--- src/rtl/jp_scan_if.sv ---
// rtl/jp_scan_if.sv - NES joypad scanner with $4016/$4017 strobe/shift CPU register interface
// Polls both pads on a shared latch/clock pair and serves the CPU's serial read protocol.
module jp_scan_if #(
  parameter int CLK_DIV    = 150,
  parameter int POLL_TICKS = 2778
) (
  input  logic       clk_in,
  input  logic       rst_in,
  input  logic       jp_data1,
  input  logic       jp_data2,
  output logic       jp_clk,
  output logic       jp_latch,
  input  logic       cpu_wr,
  input  logic       cpu_rd,
  input  logic       cpu_sel,
  input  logic       cpu_din,
  output logic [7:0] cpu_dout,
  output logic [7:0] btn1,
  output logic [7:0] btn2,
  output logic       scan_done
);

  localparam int DIV_W  = $clog2(CLK_DIV);
  localparam int POLL_W = $clog2(POLL_TICKS + 1);
  localparam logic [DIV_W-1:0]  DIV_LAST  = DIV_W'(CLK_DIV - 1);
  localparam logic [POLL_W-1:0] POLL_LAST = POLL_W'(POLL_TICKS - 1);

  typedef enum logic [1:0] {
    S_IDLE,
    S_LATCH,
    S_BIT_LO,
    S_BIT_HI
  } state_t;

  logic [DIV_W-1:0]  div_q, div_d;
  logic              tick;
  state_t            state_q;
  logic [POLL_W-1:0] poll_q;
  logic              phase_q;
  logic [2:0]        idx_q;
  logic [2:0]        idx_nxt;
  logic [7:0]        cap1_q, cap2_q;
  logic [7:0]        btn1_q, btn2_q;
  logic              jp_latch_q, jp_clk_q, scan_done_q;
  logic              strobe_q;
  logic [7:0]        sh1_q, sh2_q;
  logic [7:0]        cpu_dout_q;
  logic              rd_en;

  always_comb begin
    tick    = (div_q == DIV_LAST);
    div_d   = tick ? '0 : div_q + DIV_W'(1);
    idx_nxt = idx_q + 3'd1;
    rd_en   = cpu_rd && !cpu_wr;
  end

  always_ff @(posedge clk_in) begin
    if (rst_in) begin
      div_q <= '0;
    end else begin
      div_q <= div_d;
    end
  end

  // Each pad bit is captured on the edge that enters BIT_LO, i.e. after the
  // previous rising jp_clk has shifted the next button onto the data line.
  always_ff @(posedge clk_in) begin
    if (rst_in) begin
      state_q     <= S_IDLE;
      poll_q      <= '0;
      phase_q     <= 1'b0;
      idx_q       <= 3'd0;
      cap1_q      <= 8'h00;
      cap2_q      <= 8'h00;
      btn1_q      <= 8'h00;
      btn2_q      <= 8'h00;
      jp_latch_q  <= 1'b0;
      jp_clk_q    <= 1'b1;
      scan_done_q <= 1'b0;
    end else begin
      scan_done_q <= 1'b0;
      if (tick) begin
        case (state_q)
          S_IDLE: begin
            if (poll_q == POLL_LAST) begin
              poll_q     <= '0;
              phase_q    <= 1'b0;
              jp_latch_q <= 1'b1;
              state_q    <= S_LATCH;
            end else begin
              poll_q <= poll_q + POLL_W'(1);
            end
          end
          S_LATCH: begin
            if (phase_q) begin
              phase_q    <= 1'b0;
              idx_q      <= 3'd0;
              cap1_q[0]  <= ~jp_data1;
              cap2_q[0]  <= ~jp_data2;
              jp_latch_q <= 1'b0;
              jp_clk_q   <= 1'b0;
              state_q    <= S_BIT_LO;
            end else begin
              phase_q <= 1'b1;
            end
          end
          S_BIT_LO: begin
            jp_clk_q <= 1'b1;
            state_q  <= S_BIT_HI;
          end
          S_BIT_HI: begin
            if (idx_q == 3'd7) begin
              btn1_q      <= cap1_q;
              btn2_q      <= cap2_q;
              scan_done_q <= 1'b1;
              poll_q      <= '0;
              state_q     <= S_IDLE;
            end else begin
              idx_q           <= idx_nxt;
              cap1_q[idx_nxt] <= ~jp_data1;
              cap2_q[idx_nxt] <= ~jp_data2;
              jp_clk_q        <= 1'b0;
              state_q         <= S_BIT_LO;
            end
          end
          default: begin
            state_q <= S_IDLE;
          end
        endcase
      end
    end
  end

  // A write in the same cycle as a read wins; the read is dropped entirely.
  always_ff @(posedge clk_in) begin
    if (rst_in) begin
      strobe_q   <= 1'b0;
      sh1_q      <= 8'h00;
      sh2_q      <= 8'h00;
      cpu_dout_q <= 8'h00;
    end else begin
      if (cpu_wr) begin
        strobe_q <= cpu_din;
      end
      if (strobe_q) begin
        sh1_q <= btn1_q;
        sh2_q <= btn2_q;
      end else if (rd_en) begin
        if (cpu_sel) begin
          sh2_q <= {1'b1, sh2_q[7:1]};
        end else begin
          sh1_q <= {1'b1, sh1_q[7:1]};
        end
      end
      if (rd_en) begin
        cpu_dout_q <= {7'b0100000, cpu_sel ? sh2_q[0] : sh1_q[0]};
      end
    end
  end

  assign jp_clk    = jp_clk_q;
  assign jp_latch  = jp_latch_q;
  assign btn1      = btn1_q;
  assign btn2      = btn2_q;
  assign scan_done = scan_done_q;
  assign cpu_dout  = cpu_dout_q;

endmodule
--- config.mk ---
export PLATFORM = sky130hd
export DESIGN_NAME = jp_scan_if
export DESIGN_NICKNAME = d
export VERILOG_FILES = /design/src/rtl/jp_scan_if.sv
export SDC_FILE = /design/constraint.sdc
export NUM_CORES = 1
export LEC_CHECK = 0
export CAP_MARGIN = 15
export CORE_MARGIN = 1
export CORE_UTILIZATION = 55
export CTS_BUF_LIST = sky130_fd_sc_hd__clkbuf_8
export DETAILED_ROUTE_END_ITERATION = 10
export PLACE_DENSITY = 0.77
export SYNTH_ARGS = -nofsm -noshare
export SYNTH_HDL_FRONTEND = slang
export SYNTH_SLANG_ARGS = --single-unit
--- constraint.sdc ---
create_clock -name clk_in -period 4.5 [get_ports clk_in]
set_input_delay 0.45 -clock clk_in [delete_from_list [all_inputs] [get_ports clk_in]]
set_output_delay 0.45 -clock clk_in [all_outputs]
set_load 0.005 [all_outputs]
==> run_results.csv, run 1 <==
group,metric,value,unit
power,finalPower,1376,µW
final_layout,area_growth,12.85,%
worst_hold_path,worstHoldStart,"cap2_q[4]$_SDFFE_PP0P_",
floorplanning,core,6422,µm²
final_layout,fill_cells,544,
logic_synthesis,synth-edff-count,0,
final_layout,drive_gt1_share,8.989,%
timing,period_share,51.67,%
clock_tree,clock_latency,0.36,ns
power,power.density,329.5,nW/µm²
worst_hold_path,min_path_type,"reg -> reg",
logic_synthesis,syn_avg_cell_area,8.708,µm²
timing,tns,0,ns
power,p_leak,0.001479,µW
logic_synthesis,synth-seq-area-share,43.27,%
power,p_int,1069,µW
timing,finalClockSkew,0.01083,ns
clock_tree,ctsResizeCount,0,
timing,hold_viol,0,
worst_setup_path,r2r_cells,6,
final_layout,antenna-diode-count,0,
worst_setup_path,worstPathRequired,4.75,ns
route,wire_per_inst,14.30,µm
power,pwr-share-clk,43.3,%
worst_setup_path,r2r_start,"idx_q[0]$_SDFFE_PP0P_",
placed_design,gp_congestion,0.8621,
timing,tightest_slew,1.039,ns
clock_tree,h-tree-depth,3,
clock_tree,clock-sinks,80,
logic_synthesis,synth_area_leader_cell,"dfxtp_1",
final_layout,final_nets,454,
clock_tree,cts_buffers,9,
route,drt_iter0_drc,137,
run_status,violations,"design-rule violations",
logic_synthesis,synthTopCellsByCount,"dfxtp_1 (80), nand2_1 (71), nor2_1 (35)",
worst_setup_path,setup.worst_path.class,"reg -> reg",
logic_synthesis,synthesis.instances,425,
placed_design,dp_hpwl,5.117,mm
power,p_sw,306.8,µW
clock_tree,clk_pin_slew,0.09,ns
worst_setup_path,worstPathMaxFanout,14,
global_routing,grt_use_total,22.23,%
worst_setup_path,reg2reg_slack,2.18,ns
logic_synthesis,async_reset_ff_share,0,%
run_status,outcome,"finished, violations left",
power,seqPwrFrac,53.0,%
power,comb_power_share,3.6,%
floorplanning,initial_core_util,57.63,%
clock_tree,tritoncts,"yes",
worst_setup_path,crit_arrival,2.57,ns
route,vias,2964,
floorplanning,die_area,7061,µm²
logic_synthesis,yosysWarnings,0,
timing,rsz0062_at_grt,"false",
timing,relSlewSlack,30.41,%
route,drtPass1Iterations,7,
worst_setup_path,end_kind,"flip-flop",
placed_design,numPortBuffers,28,
logic_synthesis,synth_area_leaders,"dfxtp_1 (43%), mux2i_1 (8.4%), nand2_1 (7.2%)",
power,swShare,22.29,%
route,drt_wl_total,7.466,mm
worst_setup_path,cp-start-kind,"flip-flop",
logic_synthesis,ys_seq_elements,80,
global_routing,grt_pass1_wl,12.50,mm
power,ir_drop,0.1580,mV
route,post-route-drc-count,6,
placed_design,dpl-instance-area,3948,µm²
logic_synthesis,yosysMostFrequentCell,"dfxtp_1",
clock_tree,cts_setup_buffers,0,
global_routing,grt_max_degree,53,
final_layout,final_core_util,65.03,%
final_layout,final_area,4177,µm²
run,drv_cap,0,
logic_synthesis,syn-cell-area,3701,µm²
route,via_per_inst,5.678,
timing,finalCriticalPeriod,2.325,ns
worst_setup_path,cp-startpoint,"idx_q[0]$_SDFFE_PP0P_",
global_routing,antenna_found_initial,0,
worst_setup_path,r2r_end,"poll_q[7]$_SDFFE_PP0P_",
floorplanning,ios,35,
logic_synthesis,synth_ff_type,"dfxtp_1",
timing,holdWs,0.4556,ns
logic_synthesis,synth.distinct_cells,56,
floorplanning,die_w,84.03,µm
global_routing,grt_overflow,0,
timing,max_freq,0.4301,GHz
timing,setup_viol,0,
floorplanning,rows,29,
route,ant_nets,0,
worst_hold_path,min_to,"btn2[4]$_SDFFE_PP0P_",
worst_hold_path,whs_path_depth,2,
clock_tree,cts_buffer_depth,2,
timing,report.final.slew_viol_count,0,
clock_tree,ctsHoldBuffers,0,
global_routing,grt_pass1_vias,2687,
clock_tree,clockRootBuffer,"clkbuf_8",
floorplanning,die_y,84.03,µm
logic_synthesis,synth_top_area_share,43.27,%
## power groups by stage
stage | Clock, µW | Sequential (µW) | Combinational (µW)
3_3_place_gp | 0 | 745 | 48.9
4_1_cts | 606 | 730 | 50.4
5_1_grt | 635 | 732 | 54.6
2_1_floorplan | 0 | 740 | 42.5
6_report | 596 | 730 | 50.0
3_5_place_dp | 0 | 746 | 50.2
## logic make-up after synthesis
kind of cell	after synthesis	synth area share [%]
compound gates	70	11.63
buf+inv	36	4.800
mux	38	10.51
simple gates	188	26.23
flops	80	43.27
fa+ha+maj	6	2.028
xor+xnor	6	1.420
other cells	1	0.1013
## layout make-up
cell class	count	area, µm²	area share (%)
clock buffers	10	137.6	3.295
clock inverters	6	91.34	2.187
inverters	5	18.77	0.4494
multi-input cells	314	1941	46.46
flip-flops and latches	80	1602	38.35
well taps	77	96.34	2.307
repair buffers	30	290.3	6.950
## critical path, stage by stage, from the launching register on
cell and delay, ns:
dfxtp_1 0.34, ha_1 0.21, ha_1 0.23, and3_1 0.24
o211ai_1 0.83, nor4_1 0.13, a31o_2 0.25
## registers in the layout (all words and copies together) (netlist names)
name       cells
sh1_q          8
jp_latch       1
scan_done      1
state_q        2
sh2_q          8
cap1_q         8
phase_q        1
cpu_dout       2
btn1           8
poll_q        12
jp_clk         1
div_q          8
btn2           8
cap2_q         8
idx_q          3
strobe_q       1
## per-stage QoR
step / cells / setup WS (ns)
floorplan: 430 / 2.726
global placement: 506 / 2.060
detailed placement: 506 / 2.025
CTS: 522 / 2.203
global route: 522 / 2.101
finish: 522 / 2.175
## cell usage in the layout (no fill, tap or decap), types with 5 or more instances in the layout
cell,synthesis,final
mux2_2,7,7
nor2_1,35,35
and3_1,5,5
clkbuf_8,0,10
ha_1,6,6
clkdlybuf4s50_1,0,27
nor2b_1,6,6
mux2i_1,31,31
nand3b_1,6,6
nor3_1,7,7
nand3_1,17,17
dfxtp_1,80,80
a31oi_1,10,10
conb_1,1,6
nand4_1,7,7
o21ai_0,15,15
and2_1,8,8
nand2_1,71,71
a21oi_1,26,26
## how the worst max path moves through the flow
stage / endpoint / slack [ns]
floorplan: jp_clk$_SDFFE_PP1P_ / 2.73
global route: poll_q[5]$_SDFFE_PP0P_ / 2.10
global placement: div_q[6]$_SDFF_PP0_ / 2.06
CTS: poll_q[7]$_SDFFE_PP0P_ / 2.20
detailed placement: div_q[7]$_SDFF_PP0_ / 2.03
finish: poll_q[7]$_SDFFE_PP0P_ / 2.18
## layer usage
metal / share of wire [%] / GRT usage [%] / routed length [µm] / vias up
li1: - / - / - / 1503
met1: 47 / 27.72 / 3472 / 1388
met2: 48 / 37.56 / 3547 / 63
met3: 4.1 / 3.561 / 303 / 10
met4: 1.9 / 10.34 / 142 / 0
met5: 0 / 0 / 0 / -
(Power assumes the default switching activity.)
==> run 2: changes to the inputs <==
==> constraint.sdc (replaced) <==
create_clock -name clk_in -period 2.45 [get_ports clk_in]
set_input_delay 0.245 -clock clk_in [delete_from_list [all_inputs] [get_ports clk_in]]
set_output_delay 0.245 -clock clk_in [all_outputs]
set_load 0.005 [all_outputs]
==> run 2 against run 1 <==
The run still ends with design-rule violations left. Sequential power increased by 82%. Sequential cell count unchanged. Routed wire length decreased by 2.3%. Clock skew decreased by 0.00076 ns. Total power increased by 69%. Die area unchanged. Combinational power increased by 100%. Core utilization decreased by 0.37 points. Non-clock buffer count increased by 4. Critical path type unchanged. Largest power group unchanged. Highest routed layer unchanged.
==> run_results.csv, run 2 (same netlist as run 1, synthesis figures left out) <==
group,metric,value,unit
route,post-route-drc-count,6,
floorplanning,ios,35,
worst_setup_path,cp-start-kind,"flip-flop",
timing,report.final.slew_viol_count,0,
global_routing,grt_pass1_wl,12.43,mm
route,vias,3000,
timing,max_freq,0.4981,GHz
route,drtPass1Iterations,7,
global_routing,antenna_found_initial,0,
global_routing,grtUsageMet2,35.10,%
final_layout,final_cell_mix,"dfxtp_1 (80), nand2_1 (71), nor2_1 (35)",
timing,period_share,81.94,%
worst_setup_path,worstPathRequired,2.72,ns
worst_setup_path,crit_arrival,2.28,ns
final_layout,antenna-diode-count,0,
floorplanning,die_y,84.03,µm
timing,finalCriticalPeriod,2.008,ns
final_layout,largest_reg_flops,12,
route,drt_wl_total,7.293,mm
placed_design,dpl-instance-area,3978,µm²
final_layout,area_growth,12.20,%
final_layout,largest-register,"poll_q",
timing,rsz0062_at_grt,"false",
run,drv_cap,0,
timing,tightest_slew,0.5623,ns
route,wire_per_inst,13.92,µm
worst_setup_path,worstPathMaxFanout,14,
floorplanning,die_area,7061,µm²
final_layout,final_common_cell,"dfxtp_1",
timing,tns,0,ns
clock_tree,tritoncts,"yes",
power,p_leak,0.001472,µW
final_layout,final_area,4153,µm²
final_layout,drive_gt1_share,9.172,%
run_status,outcome,"finished, violations left",
timing,finalClockSkew,0.01007,ns
timing,hold_viol,0,
worst_hold_path,min_path_type,"in -> reg",
route,drt_iter0_drc,191,
worst_setup_path,crit_chain,"and2_1, nand4_2, nor3b_1, mux2i_1",
global_routing,grt_pass1_vias,2720,
global_routing,met3_usage,3.759,%
placed_design,dp_hpwl,4.975,mm
placed_design,numPortBuffers,28,
floorplanning,initial_core_util,57.63,%
clock_tree,clock-sinks,80,
floorplanning,rows,29,
clock_tree,ctsHoldBuffers,0,
global_routing,grt_overflow,0,
clock_tree,h-tree-depth,3,
clock_tree,cts_buffer_depth,2,
clock_tree,clk_pin_slew,0.08,ns
final_layout,final_core_util,64.66,%
route,via_per_inst,5.725,
worst_setup_path,crit_path_top_delay_cell,"dfxtp_1",
timing,setup_viol,0,
clock_tree,ctsResizeCount,0,
power,ir_drop,0.3101,mV
placed_design,gp_congestion,0.8144,
timing,relSlewSlack,62.26,%
power,finalPower,2329,µW
global_routing,grt_max_degree,38,
worst_setup_path,slowest_delay,0.56,ns
global_routing,grt_use_total,21.72,%
route,ant_nets,0,
global_routing,grt.busiest_layer,"met2",
floorplanning,core,6422,µm²
run_status,violations,"design-rule violations",
clock_tree,clock_latency,0.34,ns
worst_setup_path,end_kind,"flip-flop",
final_layout,final_nets,458,
clock_tree,clockRootBuffer,"clkbuf_8",
clock_tree,cts_setup_buffers,0,
worst_setup_path,setup.worst_path.class,"reg -> reg",
clock_tree,cts_buffers,9,
global_routing,met1_usage,28.71,%
floorplanning,die_w,84.03,µm
power,power.density,560.9,nW/µm²
run 2: critical path: cells and delay by family (launching register included):
kind,cells,cell delay (ns)
DFF,1,0.56
muxes,1,0.22
and+or+nand+nor,3,1.15
run 2: routing by layer:
metal / vias to the layer above / routed length, µm
met4: 0 / 29
met3: 2 / 314
li1: 1513 / -
met1: 1409 / 3479
met5: - / 0
met2: 76 / 3468
run 2: per-stage QoR:
stage / setup WS [ns] / cells / hold WS, ns
2_1_floorplan: 0.6763 / 430 / 0.3420
3_3_place_gp: 0.5950 / 510 / 0.4454
3_5_place_dp: 0.5153 / 510 / 0.4480
4_1_cts: 0.4906 / 524 / 0.2551
5_1_grt: 0.2690 / 524 / 0.2711
6_report: 0.4424 / 524 / 0.2566
run 2: worst paths after layout:
path / depth (start not counted) / start / slack, ns / to
max reg2reg: 4 / state_q[1]$_SDFFE_PP0P_ / 0.44 / cap1_q[3]$_SDFFE_PP0P_
min reg2reg: 2 / cap2_q[2]$_SDFFE_PP0P_ / 0.45 / btn2[2]$_SDFFE_PP0P_
min: 2 / rst_in / 0.26 / scan_done$_SDFF_PP0_
max: 4 / state_q[1]$_SDFFE_PP0P_ / 0.44 / cap1_q[3]$_SDFFE_PP0P_
run 2: power by group:
| group | internal [µW] | switching (µW) | total (µW) |
|---|---|---|---|
| Combinational | 42.9 | 59.0 | 102 |
| Sequential | 1320 | 16.3 | 1330 |
| Clock | 452 | 442 | 895 |
run 2: final cells by class:
cell class	instances	area, µm²
fill	540	2270
multi-input combinational	314	1941
sequential	80	1602
timing repair buffer	34	320.3
clock buffer	9	123.9
tap	77	96.34
clock inverter	5	51.30
inverter	5	18.77
